### src/rtl/uart_pkg.sv
// -----------------------------------------------------------------------------
// uart_pkg
// Shared definitions for the UART receive path (and the transmitter that will
// reuse baud_tick_gen): receiver state encoding, frame data width and the
// clocks-per-bit helper.
// -----------------------------------------------------------------------------
package uart_pkg;

   localparam int DATA_BITS = 8;

   typedef enum logic [2:0] {
      IDLE,
      START,
      DATA,
      STOP,
      WAIT_IDLE
   } rx_state_e;

   // Clock cycles per serial bit; integer division, so the baud error is
   // bounded by one clock per bit.
   function automatic int calc_baud_div(input int clk_freq, input int baud);
      return clk_freq / baud;
   endfunction

endpackage

### src/rtl/uart_byte_rx_if.sv
// -----------------------------------------------------------------------------
// uart_byte_rx_if
// Parallel output bundle of the UART byte receiver.
//   rx_data   : last correctly received byte
//   rx_done   : one-cycle strobe, rx_data valid from the same cycle
//   frame_err : one-cycle strobe, stop bit sampled low
//   busy      : receiver is somewhere inside a frame
// master = the receiver driving the bundle, slave = downstream consumer.
// -----------------------------------------------------------------------------
interface uart_byte_rx_if;
   import uart_pkg::*;

   logic [DATA_BITS-1:0] rx_data;
   logic                 rx_done;
   logic                 frame_err;
   logic                 busy;

   modport master (output rx_data, output rx_done, output frame_err, output busy);
   modport slave  (input  rx_data, input  rx_done, input  frame_err, input  busy);

endinterface

### src/rtl/uart_byte_rx_baud_tick_gen.sv
// -----------------------------------------------------------------------------
// baud_tick_gen
// Per-bit cycle counter for UART framing. Counts 0..BAUD_DIV-1 and wraps
// while enabled; clear has priority and forces the count to 0.
//   clk, rst_n : clock, asynchronous active-low reset
//   clr        : synchronous clear of the counter
//   en         : advance the counter
//   mid_tick   : count is at HALF_DIV-1 (middle of a start bit)
//   bit_tick   : count is at BAUD_DIV-1 (one full bit elapsed)
// -----------------------------------------------------------------------------
module baud_tick_gen #(
   parameter int BAUD_DIV = 16
) (
   input  logic clk,
   input  logic rst_n,
   input  logic clr,
   input  logic en,
   output logic mid_tick,
   output logic bit_tick
);

   localparam int HALF_DIV = BAUD_DIV / 2;
   localparam int CNT_W    = $clog2(BAUD_DIV);

   localparam logic [CNT_W-1:0] CNT_LAST = CNT_W'(BAUD_DIV - 1);
   localparam logic [CNT_W-1:0] CNT_MID  = CNT_W'(HALF_DIV - 1);

   logic [CNT_W-1:0] clk_cnt_q;
   logic [CNT_W-1:0] clk_cnt_d;

   always_comb begin
      clk_cnt_d = clk_cnt_q;
      if (clr) begin
         clk_cnt_d = '0;
      end else if (en) begin
         if (clk_cnt_q == CNT_LAST) begin
            clk_cnt_d = '0;
         end else begin
            clk_cnt_d = clk_cnt_q + 1'b1;
         end
      end
   end

   always_ff @(posedge clk or negedge rst_n) begin
      if (!rst_n) begin
         clk_cnt_q <= '0;
      end else begin
         clk_cnt_q <= clk_cnt_d;
      end
   end

   // Ticks are deliberately not gated by clr: the FSM clears the counter in
   // reaction to a tick, and gating would form a combinational loop.
   assign mid_tick = en && (clk_cnt_q == CNT_MID);
   assign bit_tick = en && (clk_cnt_q == CNT_LAST);

endmodule

### src/rtl/uart_byte_rx.sv
// -----------------------------------------------------------------------------
// uart_byte_rx
// 8N1 UART receiver, LSB first. Samples each bit at its centre by timing from
// the synchronized start edge; no re-synchronization inside a frame.
//   clk    : system clock (CLK_FREQ Hz)
//   rst_n  : asynchronous active-low reset
//   rxd    : raw serial line, idles high, asynchronous to clk
//   rx_if  : rx_data / rx_done / frame_err / busy (master side)
// -----------------------------------------------------------------------------
module uart_byte_rx
   import uart_pkg::*;
#(
   parameter int CLK_FREQ = 50000000,
   parameter int BAUD     = 9600
) (
   input  logic          clk,
   input  logic          rst_n,
   input  logic          rxd,
   uart_byte_rx_if.master rx_if
);

   localparam int BAUD_DIV = calc_baud_div(CLK_FREQ, BAUD);

   // sync_q[0] metastability stage, sync_q[1] = rxd_s, sync_q[2] = rxd_d
   logic [2:0] sync_q;
   logic [2:0] sync_d;
   logic       rxd_s;
   logic       rxd_d;
   logic       start_edge;

   rx_state_e            state_q,     state_d;
   logic [2:0]           bit_cnt_q,   bit_cnt_d;
   logic [DATA_BITS-1:0] shift_q,     shift_d;
   logic [DATA_BITS-1:0] rx_data_q,   rx_data_d;
   logic                 rx_done_q,   rx_done_d;
   logic                 frame_err_q, frame_err_d;

   logic tick_clr;
   logic tick_en;
   logic mid_tick;
   logic bit_tick;

   assign sync_d     = {sync_q[1:0], rxd};
   assign rxd_s      = sync_q[1];
   assign rxd_d      = sync_q[2];
   assign start_edge = rxd_d & ~rxd_s;

   baud_tick_gen #(
      .BAUD_DIV (BAUD_DIV)
   ) u_tick (
      .clk      (clk),
      .rst_n    (rst_n),
      .clr      (tick_clr),
      .en       (tick_en),
      .mid_tick (mid_tick),
      .bit_tick (bit_tick)
   );

   always_comb begin
      state_d     = state_q;
      bit_cnt_d   = bit_cnt_q;
      shift_d     = shift_q;
      rx_data_d   = rx_data_q;
      rx_done_d   = 1'b0;
      frame_err_d = 1'b0;
      tick_clr    = 1'b0;
      tick_en     = 1'b0;

      case (state_q)
         IDLE: begin
            // Counter held at 0 so START begins counting from the edge.
            tick_clr = 1'b1;
            if (start_edge) begin
               state_d = START;
            end
         end

         START: begin
            tick_en = 1'b1;
            if (mid_tick) begin
               if (!rxd_s) begin
                  state_d   = DATA;
                  tick_clr  = 1'b1;
                  bit_cnt_d = 3'd0;
               end else begin
                  // Line was back high at mid start bit: treat as a glitch.
                  state_d = IDLE;
               end
            end
         end

         DATA: begin
            tick_en = 1'b1;
            if (bit_tick) begin
               shift_d[bit_cnt_q] = rxd_s;
               bit_cnt_d          = bit_cnt_q + 3'd1;
               if (bit_cnt_q == 3'd7) begin
                  state_d = STOP;
               end
            end
         end

         STOP: begin
            tick_en = 1'b1;
            if (bit_tick) begin
               if (rxd_s) begin
                  rx_data_d = shift_q;
                  rx_done_d = 1'b1;
                  state_d   = IDLE;
               end else begin
                  frame_err_d = 1'b1;
                  state_d     = WAIT_IDLE;
               end
            end
         end

         WAIT_IDLE: begin
            // Break or stuck-low line: do not look for a start edge until
            // the line has been seen high again.
            tick_clr = 1'b1;
            if (rxd_s) begin
               state_d = IDLE;
            end
         end

         default: begin
            state_d = IDLE;
         end
      endcase
   end

   always_ff @(posedge clk or negedge rst_n) begin
      if (!rst_n) begin
         // Synchronizer resets to the idle line level so release cannot
         // fabricate a start edge.
         sync_q      <= 3'b111;
         state_q     <= IDLE;
         bit_cnt_q   <= 3'd0;
         shift_q     <= '0;
         rx_data_q   <= '0;
         rx_done_q   <= 1'b0;
         frame_err_q <= 1'b0;
      end else begin
         sync_q      <= sync_d;
         state_q     <= state_d;
         bit_cnt_q   <= bit_cnt_d;
         shift_q     <= shift_d;
         rx_data_q   <= rx_data_d;
         rx_done_q   <= rx_done_d;
         frame_err_q <= frame_err_d;
      end
   end

   assign rx_if.rx_data   = rx_data_q;
   assign rx_if.rx_done   = rx_done_q;
   assign rx_if.frame_err = frame_err_q;
   assign rx_if.busy      = (state_q != IDLE);

endmodule
### src/flat_wrapper.sv
// flat-port wrapper written by rule: the top's interface ports become plain ports
module uart_byte_rx_flat import uart_pkg::*;
#(
   parameter int CLK_FREQ = 50000000,
   parameter int BAUD     = 9600
)
  (clk, rst_n, rxd, rx_if_rx_data, rx_if_rx_done, rx_if_frame_err, rx_if_busy);
  uart_byte_rx_if rx_if_i ();
  input  logic clk;
  input  logic rst_n;
  input  logic rxd;
  output wire logic [$bits(rx_if_i.rx_data)-1:0] rx_if_rx_data;
  output wire logic [$bits(rx_if_i.rx_done)-1:0] rx_if_rx_done;
  output wire logic [$bits(rx_if_i.frame_err)-1:0] rx_if_frame_err;
  output wire logic [$bits(rx_if_i.busy)-1:0] rx_if_busy;
  assign rx_if_rx_data = rx_if_i.rx_data;
  assign rx_if_rx_done = rx_if_i.rx_done;
  assign rx_if_frame_err = rx_if_i.frame_err;
  assign rx_if_busy = rx_if_i.busy;
  uart_byte_rx #(.CLK_FREQ(CLK_FREQ), .BAUD(BAUD)) u_core (.clk(clk), .rst_n(rst_n), .rxd(rxd), .rx_if(rx_if_i));
endmodule
### config.mk
export PLATFORM = sky130hd
export DESIGN_NAME = uart_byte_rx_flat
export DESIGN_NICKNAME = d
export VERILOG_FILES = /design/src/rtl/uart_pkg.sv /design/src/rtl/uart_byte_rx_if.sv /design/src/rtl/uart_byte_rx_baud_tick_gen.sv /design/src/rtl/uart_byte_rx.sv /design/src/flat_wrapper.sv
export SDC_FILE = /design/constraint.sdc
export NUM_CORES = 1
export LEC_CHECK = 0
export ABC_AREA = 1
export CAP_MARGIN = 10
export CORE_ASPECT_RATIO = 0.75
export CORE_MARGIN = 4
export CORE_UTILIZATION = 50
export CTS_BUF_LIST = sky130_fd_sc_hd__clkbuf_8
export CTS_CLUSTER_SIZE = 10
export DETAILED_ROUTE_END_ITERATION = 7
export GPL_TIMING_DRIVEN = 0
export PLACE_DENSITY = 0.76
export RECOVER_POWER = 50
export SLEW_MARGIN = 20
export SYNTH_ARGS = -nofsm -noshare
export SYNTH_HDL_FRONTEND = slang
export SYNTH_SLANG_ARGS = --single-unit
### constraint.sdc
create_clock -name clk -period 3.6 [get_ports clk]
set_clock_uncertainty 0.2 [all_clocks]
set_input_delay 0.72 -clock clk [delete_from_list [all_inputs] [get_ports clk]]
set_output_delay 0.72 -clock clk [all_outputs]
set_load 0.01 [all_outputs]
==> impl_metrics.toml <==
[worst_setup_path]
worstPathArrival_ns = 1.63
rrSetupSlack_ns = 1.54
path_max_fanout = 10
cp.required_ns = 2.68
critPathCaptureType = "output pin"
start_kind = "flip-flop"
critPathTopFamily = "buffers and inverters"
worst-setup-path-type = "reg -> out"
crit_buf_inv = 4
crit_slowest_cell = "clkdlybuf4s50_1"
max_stage_delay_ns = 0.53
crit_chain = "buf_6, inv_2, buf_4, nand2_1, clkdlybuf4s50_1"

[logic_synthesis]
yosysTopAreaCell = "dfrtp_1"
syn_area_per_cell_um2 = 7.73
synth-seq-cells = 40
yosysTopAreaCellShare_pct = 40.7
yosysWarnings = 0
syn-cell-area_um2 = 2270
ys_types = 30
synth_area_leaders = "dfrtp_1 41%, nand2_1 14%, inv_1 6.1%"
synth_nets = 300
synthCells = 294
yosysSeqAreaShare_pct = 44.2

[floorplan]
start_util_pct = 54.0
core_area_um2 = 4200
pin_count = 14
die_w_um = 85.8
die_area_um2 = 5700
die_h_um = 66.4
row_count = 20

[clock_network]
cts_made_buffers = 5
post_cts.repair.setup_buffers = 0
cts_hold_buffers = 0
clk_latency_ns = 0.29
cts_tree = "built"
clk_path_buf_depth = 2
cts_resized = 0
cts_sinks = 40
h-tree-depth = 2
clk_pin_slew_ns = 0.07
clock-root-buffer = "clkbuf_8"

[sta]
rsz0062_at_grt = "no"
fin_setup_tns_ns = 0
final.setup.worst_slack_ns = 1.05
setup_viol = 0
period_share_pct = 70.7
fin_hold_ws_ns = 0.159
clock.fmax_mhz = 393
hold_viol = 0
drv_slew = 0
maxSlewHeadroom_pct = 21.6
worst_pin_slew_ns = 1.18
layout_min_cycle_time_ns = 2.55

[worst_hold_path]
hold_class = "reg -> reg"

[outcome]
status = "completed"

[finish]
fillers = 400
synthToLayoutAreaGrowth_pct = 12.8
drive_above_1_share_pct = 15.5
diodes = 0
fin_util_pct = 61.0
final_cells = 371
mostFrequentLayoutCell = "nand2_1"
nNetsFinal = 321
fin_area_um2 = 2560
final_cell_mix = "82 x nand2_1, 38 x nor2_1, 38 x inv_1"

[route]
routed_via_density = 4.96
via_count = 1842
wl_per_cell_um = 12.2
drc_errors = 0
ant_nets = 0
first_iter_violations = 120
drt_wl_total_um = 4530
firstDrtPassIters = 4

[placed_design]
place_ws_ns = 1.37
gp_congestion = 0.841
io_buffers = 13
dp_cells = 363
dpl_cell_area_um2 = 2490
dp_hpwl_um = 3350

[grt]
grt_max_degree = 23
overflow = 0
first_global_vias = 1742
grt_pass1_wl_um = 7990
grt_usage_pct = 18.3
antenna_found_initial = 0

[pwr]
power.total_mw = 1.32
cellLeakagePower_nw = 1.33
ir_worst_vdd_uv = 371
powerDensity_nw_per_um2 = 517

[flow_run]
drv_cap = 0
## kinds of logic (layout without fill, tap and decap cells)
| family | after synthesis | after routing | synth area share (%) |
|---|---|---|---|
| buffers and inverters | 49 | 71 | 9.25 |
| AND/OR/NAND/NOR | 174 | 174 | 36.5 |
| adder cells (fa/ha/maj) | 3 | 3 | 1.65 |
| flip-flops | 40 | 40 | 44.2 |
| AO/OA/AOI/OAI | 21 | 21 | 5.73 |
| XOR/XNOR | 7 | 7 | 2.70 |
## path summary, 6_finish.rpt
check,cells past startpoint,end,from
hold / removal,0,u_core.sync_q[1],u_core.sync_q[0]
max in group asynchronous,2,u_core.u_tick.clk_cnt_q[9],rst_n
min in group asynchronous,1,u_core.rx_if.rx_data[2],rst_n
hold reg to reg,0,u_core.sync_q[1],u_core.sync_q[0]
setup / recovery,5,rx_if_busy,u_core.state_q[2]
setup reg to reg,6,u_core.u_tick.clk_cnt_q[10],u_core.u_tick.clk_cnt_q[0]
## worst reg2reg max path: cells and delay by family (launching register included)
kind / cells / cell delay [ns]
AND/OR/NAND/NOR: 4 / 0.68
flip-flops: 1 / 0.41
AO/OA/AOI/OAI: 1 / 0.38
adder cells (fa/ha/maj): 1 / 0.27
## where the power goes
part	switching, mW	internal, mW	leakage, nW	total [mW]
sequential	0.0627	0.494	0.541	0.557
combinational	0.270	0.141	0.732	0.410
clock	0.155	0.203	0.0593	0.358
## sequential cells by signal, indices dropped and copies added (netlist names)
name / count
u_core.u_tick.clk_cnt_q: 13
u_core.rx_if.rx_data: 8
u_core.shift_q: 8
u_core.bit_cnt_q: 3
u_core.state_q: 3
u_core.sync_q: 3
u_core.rx_if.frame_err: 1
u_core.rx_if.rx_done: 1
## synth_stat cells
cell type and count:
xor2_1 6, a21oi_1 1, nor2_1 37, inv_2 5
nand3_4 2, nand3b_1 1, nor3_1 2, a21o_1 1
nor2_2 4, inv_1 37, buf_6 2, nand2_1 82
buf_4 2, o21ai_1 1, dfrtp_1 37, nand2_2 10
nand4_1 9, xnor2_1 1, nor2_4 5, o21ai_2 4
nand2_4 1, and2_1 1, nand3_2 1, and3_4 1
buf_2 3, o21ai_0 13, o211ai_2 1, nand3_1 18
dfstp_2 3, ha_1 3
## cell type report
| cell class | instances | area [um^2] | share of cell area [%] |
|---|---|---|---|
| Multi-Input combinational cell | 205 | 1040 | 40.8 |
| Sequential cell | 40 | 1000 | 39.2 |
| Inverter | 42 | 158 | 6.15 |
| Timing Repair Buffer | 14 | 128 | 4.98 |
| Clock buffer | 5 | 68.8 | 2.68 |
| Tap cell | 55 | 68.8 | 2.68 |
| Buffer | 7 | 52.6 | 2.05 |
| Clock inverter | 3 | 38.8 | 1.51 |
## per-layer routing
| layer | share of wire, % | track usage (%) | vias up |
|---|---|---|---|
| met2 | 42 | 27.2 | 30 |
| met5 | 0 | 0 | - |
| li1 | - | - | 958 |
| met3 | 4.3 | 3.86 | 7 |
| met4 | 1.1 | 5.34 | 0 |
| met1 | 53 | 26.6 | 847 |
No activity file was read; power rests on OpenSTA's default activity.
